`src/rtl/lstm_mem_pkg.sv`:
```
// Shared sizing and state encoding for the LSTM gate-memory weight loader.
package lstm_mem_pkg;

  localparam int RAM_WIDTH = 16;
  localparam int RAM_DEPTH = 400;
  localparam int RAM_ADDR  = 9;
  localparam int NUM_MEM   = 4;

  typedef enum logic [2:0] {
    IDLE   = 3'd0,
    LOAD   = 3'd1,
    FLUSH  = 3'd2,
    SNAP   = 3'd3,
    SETTLE = 3'd4,
    DONE   = 3'd5
  } state_e;

endpackage

```
`src/rtl/ld_addr_cnt.sv`:
```
// Address / memory-select wrap counter for the in-order weight fill.
// addr_cnt walks 0..RAM_DEPTH-1; on wrap mem_sel advances. last_word flags
// the final entry of the final memory.
module ld_addr_cnt #(
  parameter int RAM_DEPTH = lstm_mem_pkg::RAM_DEPTH,
  parameter int RAM_ADDR  = lstm_mem_pkg::RAM_ADDR,
  parameter int NUM_MEM   = lstm_mem_pkg::NUM_MEM,
  parameter int SEL_W     = (NUM_MEM > 1) ? $clog2(NUM_MEM) : 1
) (
  input  logic                clk,
  input  logic                rst,
  input  logic                clr,
  input  logic                step,
  output logic [RAM_ADDR-1:0] addr_cnt,
  output logic [SEL_W-1:0]    mem_sel,
  output logic                last_word
);
  import lstm_mem_pkg::*;

  localparam logic [RAM_ADDR-1:0] ADDR_LAST = RAM_ADDR'(RAM_DEPTH - 1);
  localparam logic [SEL_W-1:0]    SEL_LAST  = SEL_W'(NUM_MEM - 1);

  logic [RAM_ADDR-1:0] addr_q, addr_d;
  logic [SEL_W-1:0]    sel_q, sel_d;

  // Next count: clear wins, otherwise advance one word per step with wrap.
  always_comb begin
    addr_d = addr_q;
    sel_d  = sel_q;
    if (clr) begin
      addr_d = '0;
      sel_d  = '0;
    end else if (step) begin
      if (addr_q == ADDR_LAST) begin
        addr_d = '0;
        sel_d  = (sel_q == SEL_LAST) ? '0 : sel_q + 1'b1;
      end else begin
        addr_d = addr_q + 1'b1;
      end
    end
  end

  // Counter registers.
  always_ff @(posedge clk) begin
    if (rst) begin
      addr_q <= '0;
      sel_q  <= '0;
    end else begin
      addr_q <= addr_d;
      sel_q  <= sel_d;
    end
  end

  assign addr_cnt  = addr_q;
  assign mem_sel   = sel_q;
  assign last_word = (addr_q == ADDR_LAST) && (sel_q == SEL_LAST);

endmodule

```
`src/rtl/weight_load_ctrl.sv`:
```
// Streams weights into NUM_MEM gate memories in order, then pulses a
// broadcast snapshot enable and reports completion.
//
//   state  | meaning
//   IDLE   | waiting for start (load + snapshot) or snap_req (snapshot only)
//   LOAD   | accepting stream words, one write presented per handshake
//   FLUSH  | final write of the last memory is on the write port
//   SNAP   | ce0 high for one cycle
//   SETTLE | memories' snapshot outputs update at the SNAP edge
//   DONE   | done pulse, back to IDLE
module weight_load_ctrl #(
  parameter int RAM_WIDTH = lstm_mem_pkg::RAM_WIDTH,
  parameter int RAM_DEPTH = lstm_mem_pkg::RAM_DEPTH,
  parameter int RAM_ADDR  = lstm_mem_pkg::RAM_ADDR,
  parameter int NUM_MEM   = lstm_mem_pkg::NUM_MEM
) (
  input  logic                 clk,
  input  logic                 rst,
  input  logic                 start,
  input  logic                 snap_req,
  input  logic                 in_valid,
  input  logic [RAM_WIDTH-1:0] in_data,
  output logic                 in_ready,
  output logic [NUM_MEM-1:0]   we1,
  output logic [NUM_MEM-1:0]   ce1,
  output logic [RAM_ADDR-1:0]  addr1,
  output logic [RAM_WIDTH-1:0] win,
  output logic                 ce0,
  output logic                 busy,
  output logic                 done
);
  import lstm_mem_pkg::*;

  localparam int SEL_W = (NUM_MEM > 1) ? $clog2(NUM_MEM) : 1;

  state_e               state_q, state_d;
  logic                 in_ready_q, in_ready_d;
  logic [NUM_MEM-1:0]   we1_q, we1_d;
  logic [RAM_ADDR-1:0]  addr1_q, addr1_d;
  logic [RAM_WIDTH-1:0] win_q, win_d;
  logic                 ce0_q, ce0_d;
  logic                 busy_q, busy_d;
  logic                 done_q, done_d;

  logic                 hs;
  logic [RAM_ADDR-1:0]  addr_cnt;
  logic [SEL_W-1:0]     mem_sel;
  logic                 last_word;

  // in_ready_q is only ever high in LOAD, so a handshake implies LOAD.
  assign hs = in_valid && in_ready_q;

  ld_addr_cnt #(
    .RAM_DEPTH (RAM_DEPTH),
    .RAM_ADDR  (RAM_ADDR),
    .NUM_MEM   (NUM_MEM),
    .SEL_W     (SEL_W)
  ) u_cnt (
    .clk       (clk),
    .rst       (rst),
    .clr       (state_q == IDLE),
    .step      (hs),
    .addr_cnt  (addr_cnt),
    .mem_sel   (mem_sel),
    .last_word (last_word)
  );

  // Next state and next registered outputs; status outputs decode the
  // upcoming state so they are valid for the whole cycle they describe.
  always_comb begin
    state_d = state_q;
    we1_d   = '0;
    addr1_d = addr1_q;
    win_d   = win_q;
    unique case (state_q)
      IDLE: begin
        if (start)         state_d = LOAD;
        else if (snap_req) state_d = SNAP;
      end
      LOAD:    if (hs && last_word) state_d = FLUSH;
      FLUSH:   state_d = SNAP;
      SNAP:    state_d = SETTLE;
      SETTLE:  state_d = DONE;
      DONE:    state_d = IDLE;
      default: state_d = IDLE;
    endcase
    if (hs) begin
      we1_d   = NUM_MEM'(1) << mem_sel;
      addr1_d = addr_cnt;
      win_d   = in_data;
    end
    in_ready_d = (state_d == LOAD);
    ce0_d      = (state_d == SNAP);
    busy_d     = (state_d != IDLE);
    done_d     = (state_d == DONE);
  end

  // State and output registers; reset overrides any request in the same cycle.
  always_ff @(posedge clk) begin
    if (rst) begin
      state_q    <= IDLE;
      in_ready_q <= 1'b0;
      we1_q      <= '0;
      addr1_q    <= '0;
      win_q      <= '0;
      ce0_q      <= 1'b0;
      busy_q     <= 1'b0;
      done_q     <= 1'b0;
    end else begin
      state_q    <= state_d;
      in_ready_q <= in_ready_d;
      we1_q      <= we1_d;
      addr1_q    <= addr1_d;
      win_q      <= win_d;
      ce0_q      <= ce0_d;
      busy_q     <= busy_d;
      done_q     <= done_d;
    end
  end

  assign in_ready = in_ready_q;
  assign we1      = we1_q;
  assign ce1      = we1_q;
  assign addr1    = addr1_q;
  assign win      = win_q;
  assign ce0      = ce0_q;
  assign busy     = busy_q;
  assign done     = done_q;

endmodule

```
`config.mk`:
```
export PLATFORM = sky130hd
export DESIGN_NAME = weight_load_ctrl
export DESIGN_NICKNAME = d
export VERILOG_FILES = /design/src/rtl/lstm_mem_pkg.sv /design/src/rtl/ld_addr_cnt.sv /design/src/rtl/weight_load_ctrl.sv
export SDC_FILE = /design/constraint.sdc
export NUM_CORES = 1
export LEC_CHECK = 0
export BUFFER_PORTS_ARGS = -buffer_cell sky130_fd_sc_hd__buf_2
export CAP_MARGIN = 30
export CORE_ASPECT_RATIO = 1.5
export CORE_MARGIN = 2
export CORE_UTILIZATION = 55
export CTS_BUF_LIST = sky130_fd_sc_hd__clkbuf_4 sky130_fd_sc_hd__clkbuf_8
export DETAILED_ROUTE_END_ITERATION = 8
export GPL_TIMING_DRIVEN = 0
export PLACE_DENSITY_LB_ADDON = 0.1
export RECOVER_POWER = 100
export REMOVE_ABC_BUFFERS = 1
export SLEW_MARGIN = 20
export SYNTH_ARGS = -nofsm -noshare
export SYNTH_HDL_FRONTEND = slang
export SYNTH_SLANG_ARGS = --single-unit
```
`constraint.sdc`:
```
create_clock -name clk -period 4.25 [get_ports clk]
set_input_delay 0.6375 -clock clk [delete_from_list [all_inputs] [get_ports clk]]
set_output_delay 0.6375 -clock clk [all_outputs]
set_load 0.02 [all_outputs]
```
==> out/metrics.cfg, run 1 <==
[die]
io_pins=58
die_area_sq_mm=0.00380
core_area_sq_mm=0.00316
start_util_pct=57.7
die_h_um=74.5
die_w_um=51.0
row_count=25

[grt]
antenna_found_initial=0
track_usage_pct=20.3
grt_max_degree=35
grt_pass1_vias=1393
grt_overflow=0
grt_pass1_wl_um=5940

[sta]
setup_viol=0
max_freq_ghz=0.440
fin_crit_sh_pct=53.5
slew_headroom_pct=4.66
hold_viol=0
drv_slew=0
timing.setup.tns_ns=0
skew_ns=0.00494
post-route-min-period_ns=2.27
tightest_slew_ns=1.43
rsz0062_at_grt=false

[min_path]
worst_hold_path_type=flop to flop

[synth]
synth_edf_count=0
yosysUniqueCellTypes=39
yosysSeqAreaShare_pct=51.6
netlist_area_sq_mm=0.00182
syn_area_per_cell_sq_um=8.52
yosysTopAreaCell=dfxtp_1
yosysTopAreaCellShare_pct=51.6
synth_flop_cell=dfxtp_1
ys_seq_elements=47
synthArstFlopShare_pct=0
ys_warn_count=0
postSynthCellCount=214
synthTopCellsByArea=dfxtp_1 (52%), nand2_1 (11%), a21oi_1 (7.7%)

[routing]
wirelength_um=3740
viasPerCell=5.15
num_vias=1577
route.detailed.drc=0
postRouteAntennaNets=0
first_pass_iters=4
drt-initial-drc-count=36
wl_per_cell_um=12.2

[layout]
drive_gt1_share_pct=11.3
diodes=0
nNetsFinal=288
area_delta_synth_final_pct=16.9
final_area_sq_mm=0.00213
fillerInstances=311

[setup_path]
end_kind=flop
crit_path_start_kind=input pin
worstPathRequired_ns=4.44
crit_type=input pin to flop
cp_max_fo=17
crit_arrival_ns=2.46

[power]
cellPowerDensity_mw_per_mm2=390
ir_drop_v=0.000246
p_leak_uw=0.000775

[clock_network]
cts.path.max_buffers=2
clock_latency_ns=0.29
post-cts-setup-buffers=0
ctsHoldBuffers=0
cts_buffers=5
ctsResizeCount=0
clock_sinks=47
htreeDepth=2
path_clk_slew_ns=0.08
cts_tree=yes
cts_root_buffer=clkbuf_8

[run]
drv_cap=0

[run_status]
status=finished, final reports clean

[place]
place_congestion=0.840
dp_hpwl_um=2550
portBuffers=57
placed_cell_area_sq_mm=0.00212

worst max-delay path, cell delays in order:
cell,delay (ns)
clkbuf_1,0.11
and2_0,0.71
nand4_1,0.46
o21a_1,0.32
a211oi_1,0.23
synth_stat cells (2+ instances only):
| master | instances |
|---|---|
| nor4b_1 | 2 |
| inv_1 | 2 |
| a21oi_1 | 28 |
| o21ai_0 | 4 |
| dfxtp_1 | 47 |
| nand4_1 | 4 |
| nand2_1 | 55 |
| mux2i_1 | 2 |
| nor2b_1 | 2 |
| xnor2_1 | 2 |
| buf_4 | 4 |
| nor4_1 | 3 |
| ha_1 | 2 |
| nand3_1 | 2 |
| o21bai_1 | 2 |
| nor2_1 | 16 |
| nor3_1 | 3 |
| buf_2 | 3 |
| xor2_1 | 4 |
| or3_1 | 2 |
| clkbuf_1 | 7 |
report_power, final:
group / switching (uW) / internal, uW / leakage (uW)
sequential: 8.67 / 453 / 0.000381
combinational: 52.9 / 24.0 / 0.000339
clock: 138 / 155 / 0.0000549
total: 200 / 632 / 0.000775
layout make-up:
class | instances | area [sq um] | share of cell area, %
repair buffers | 59 | 244 | 11.4
flip-flops and latches | 47 | 941 | 44.1
well taps | 40 | 50.0 | 2.35
multi-input cells | 150 | 786 | 36.9
inverters | 2 | 7.51 | 0.352
clock buffers | 8 | 104 | 4.87
registers in the layout (all words and copies together), names as in the netlist:
signal,count
state_q,3
win,16
in_ready,1
done,1
u_cnt.mem_sel,2
u_cnt.addr_cnt,9
ce0,1
addr1,9
busy,1
ce1,4
kinds of logic after synthesis:
family	Yosys count	share of synthesized area, %
XOR/XNOR	6	2.88
AND/OR/NAND/NOR	99	26.1
multiplexers	2	1.10
flip-flops	47	51.6
AO/OA/AOI/OAI	41	12.5
adder cells (fa/ha/maj)	2	1.37
buffers and inverters	17	4.53
layer usage:
| metal | global-route usage, % | routed length (um) |
|---|---|---|
| met1 | 23.4 | 1650 |
| met2 | 35.1 | 1820 |
| met3 | 5.82 | 216 |
| met4 | 8.71 | 55 |
| met5 | 0 | 0 |
path summary, 6_finish.rpt:
| kind | startpoint | slack [ns] | depth (start not counted) | end |
|---|---|---|---|---|
| hold / removal | addr1[0] | 0.45 | 2 | addr1[0] |
| setup reg to reg | in_ready | 2.06 | 4 | state_q[1] |
| setup / recovery | in_valid | 1.98 | 5 | state_q[1] |
| hold reg to reg | addr1[0] | 0.45 | 2 | addr1[0] |
layout by cell type, fill, tap and decap left out, types with 2 or more instances in the layout:
cell / count
clkbuf_1: 41
or3_1: 2
mux2i_1: 2
nand3_1: 2
o21ai_0: 4
inv_1: 2
xnor2_1: 2
nor4b_1: 2
nor3_1: 3
nor2_1: 16
buf_2: 18
nor2b_1: 2
a21oi_1: 28
ha_1: 2
xor2_1: 4
o21bai_1: 2
nor4_1: 3
nand4_1: 5
clkbuf_8: 7
dfxtp_1: 47
nand2_1: 55
per-stage QoR:
step	power, uW	hold slack, ns	worst slack (ns)	utilization, %	cells
2_1_floorplan	517	0.447	2.25	-	199
3_3_place_gp	550	0.439	1.78	66.0	296
3_5_place_dp	557	0.443	2.12	67.2	298
4_1_cts	847	0.454	2.44	70.5	306
5_1_grt	862	0.472	1.75	67.5	306
6_report	832	0.454	1.98	67.5	306
No activity file was read; power rests on OpenSTA's default activity.
==> inputs of run 2 (changes only) <==
- ABC_AREA: not set -> 1
- CORE_UTILIZATION: 55 -> 52
- clock period: 4.25 -> 2.1 ns (I/O delays scaled with it)
==> out/metrics.cfg, run 2 <==
[synth]
yosysTopAreaCell=dfxtp_1
syn_area_per_cell_sq_um=7.83
yosysTopAreaCellShare_pct=50.1
postSynthCellCount=240
synth_flop_cell=dfxtp_1
synth_common_cells=nor2_1 (55), dfxtp_1 (47), nand2_1 (27)
yosysSeqAreaShare_pct=50.1
synth_edf_count=0
synth_most_common_cell=nor2_1
synthTopCellsByArea=dfxtp_1 (50%), nor2_1 (11%), o21ai_0 (6.9%)
synthArstFlopShare_pct=0
netlist_area_sq_mm=0.00188
yosysUniqueCellTypes=26
ys_warn_count=0
ys_seq_elements=47

[clock_network]
cts_root_buffer=clkbuf_8
cts_buffers=5
cts_tree=yes
clock_sinks=47
cts.path.max_buffers=2
ctsResizeCount=0
clock_latency_ns=0.29
path_clk_slew_ns=0.08
post-cts-setup-buffers=0
ctsHoldBuffers=0
htreeDepth=2

[routing]
route.detailed.drc=0
wirelength_um=3840
num_vias=1679
viasPerCell=5.00
wl_per_cell_um=11.4
postRouteAntennaNets=0
drt-initial-drc-count=37
first_pass_iters=5

[power]
p_leak_uw=0.000891
finalPower_uw=1700
ir_drop_v=0.000534
cellPowerDensity_mw_per_mm2=784

[place]
dp_hpwl_um=2770
pre_cts_ws_ns=0.260
place_congestion=0.724
portBuffers=57

[die]
die_area_sq_mm=0.00412
die_w_um=53.1
row_count=26
core_area_sq_mm=0.00345
io_pins=58
start_util_pct=54.5
die_h_um=77.6

[grt]
grt_overflow=0
grt_max_degree=35
antenna_found_initial=0
grt_pass1_vias=1527
track_usage_pct=20.7
grt_pass1_wl_um=6500

[sta]
tightest_slew_ns=0.535
timing.setup.tns_ns=0
drv_slew=0
slew_headroom_pct=64.3
fin_crit_sh_pct=83.6
setup_viol=0
setup_ws_ns=0.345
skew_ns=0.00460
post-route-min-period_ns=1.75
rsz0062_at_grt=false
max_freq_ghz=0.570
hold_viol=0
hold_ws_ns=0.271

[setup_path]
cp_max_fo=34
worstPathRequired_ns=2.32
crit_family=simple AND/OR/NAND/NOR gates
slowest_stage=inv_2
crit_chain=nand2_2 > inv_2 > nand2_1 > o21ai_0 > nor3b_2
crit_arrival_ns=1.98
crit_path_start_kind=flop
crit_type=flop to flop
end_kind=flop
r2r_start=in_ready
critPathBufInv=1
cp_slowest_stage_delay_ns=0.53
crit_start=in_ready

[layout]
layout_commonest_cell=nor2_1
largest_register_ffs=16
drive_gt1_share_pct=16.3
mostFrequentLayoutCells=nor2_1 (56), dfxtp_1 (47), clkbuf_1 (37), nand2_1 (31), o21ai_0 (28)
nNetsFinal=316
diodes=0
area_delta_synth_final_pct=15.8

[min_path]
worst_hold_path_type=input pin to flop
min-delay-start=in_data[15]

[run_status]
status=finished, final reports clean

[run]
drv_cap=0

run 2: cell count changes after synthesis, moves of 3 or more:
cell      before  now
a21oi_1       28   12
nand2_2        0    6
inv_1          2   15
o21ai_0        4   26
inv_2          0    8
clkbuf_1       7    2
nand3_2        0    3
nor4_1         3    0
nand2_1       55   27
nand3_1        2    9
nor2_2         0    4
nor2_1        16   55
run 2: cells by family (layout without fill, tap and decap cells):
kind of cell	after synthesis	count (layout)	share of synthesized area [%]
AND/OR/NAND/NOR	112	112	27.7
flip-flops	47	47	50.1
AO/OA/AOI/OAI	42	42	11.6
buffers and inverters	34	88	7.86
XOR/XNOR	3	3	1.40
adder cells (fa/ha/maj)	2	2	1.33
run 2: worst paths after layout:
| kind | slack (ns) | cells after the start | endpoint |
|---|---|---|---|
| max reg2reg | 0.35 | 5 | u_cnt.addr_cnt[8] |
| max | 0.35 | 5 | u_cnt.addr_cnt[8] |
| min reg2reg | 0.47 | 2 | addr1[0] |
| min | 0.27 | 3 | win[15] |
run 2: power by group:
part / internal [uW] / switching (uW) / leakage, uW / total (uW)
logic: 69.5 / 163 / 0.000460 / 233
clock network: 228 / 281 / 0.0000477 / 509
registers: 938 / 24.4 / 0.000383 / 962
total: 1240 / 469 / 0.000891 / 1700
run 2: layer usage:
metal  wire (um)  GRT usage [%]  part of all wire [%]  up-vias
li1            -              -                     -      863
met1        1550           22.8                    40      758
met2        1980           37.1                    52       49
met3         228           5.00                   5.9        9
met4          79           7.44                   2.1        0
met5           0              0                     0        -
run 2: layout make-up:
cell class	count	area [sq um]
timing repair buffer	57	239
inverter	23	86.3
clock buffer	5	68.8
fill	351	1270
tap	42	52.6
multi-input combinational	159	772
clock inverter	3	15.0
sequential	47	941
run 2: per-stage QoR:
step | instance area (sq um) | utilization [%] | instances
after floorplan | 1820 | - | 229
after global placement | 2150 | 62.5 | 328
after detailed placement | 2150 | 62.5 | 328
after CTS | 2240 | 64.9 | 336
after global routing | 2170 | 63.1 | 336
final | 2170 | 63.1 | 336
run 2: worst reg2reg max path, delay by kind of cell (launching register included):
family                 cells  cell delay [ns]
flip-flops                 1             0.34
buffers and inverters      1             0.54
AND/OR/NAND/NOR            3             0.61
AO/OA/AOI/OAI              1             0.18
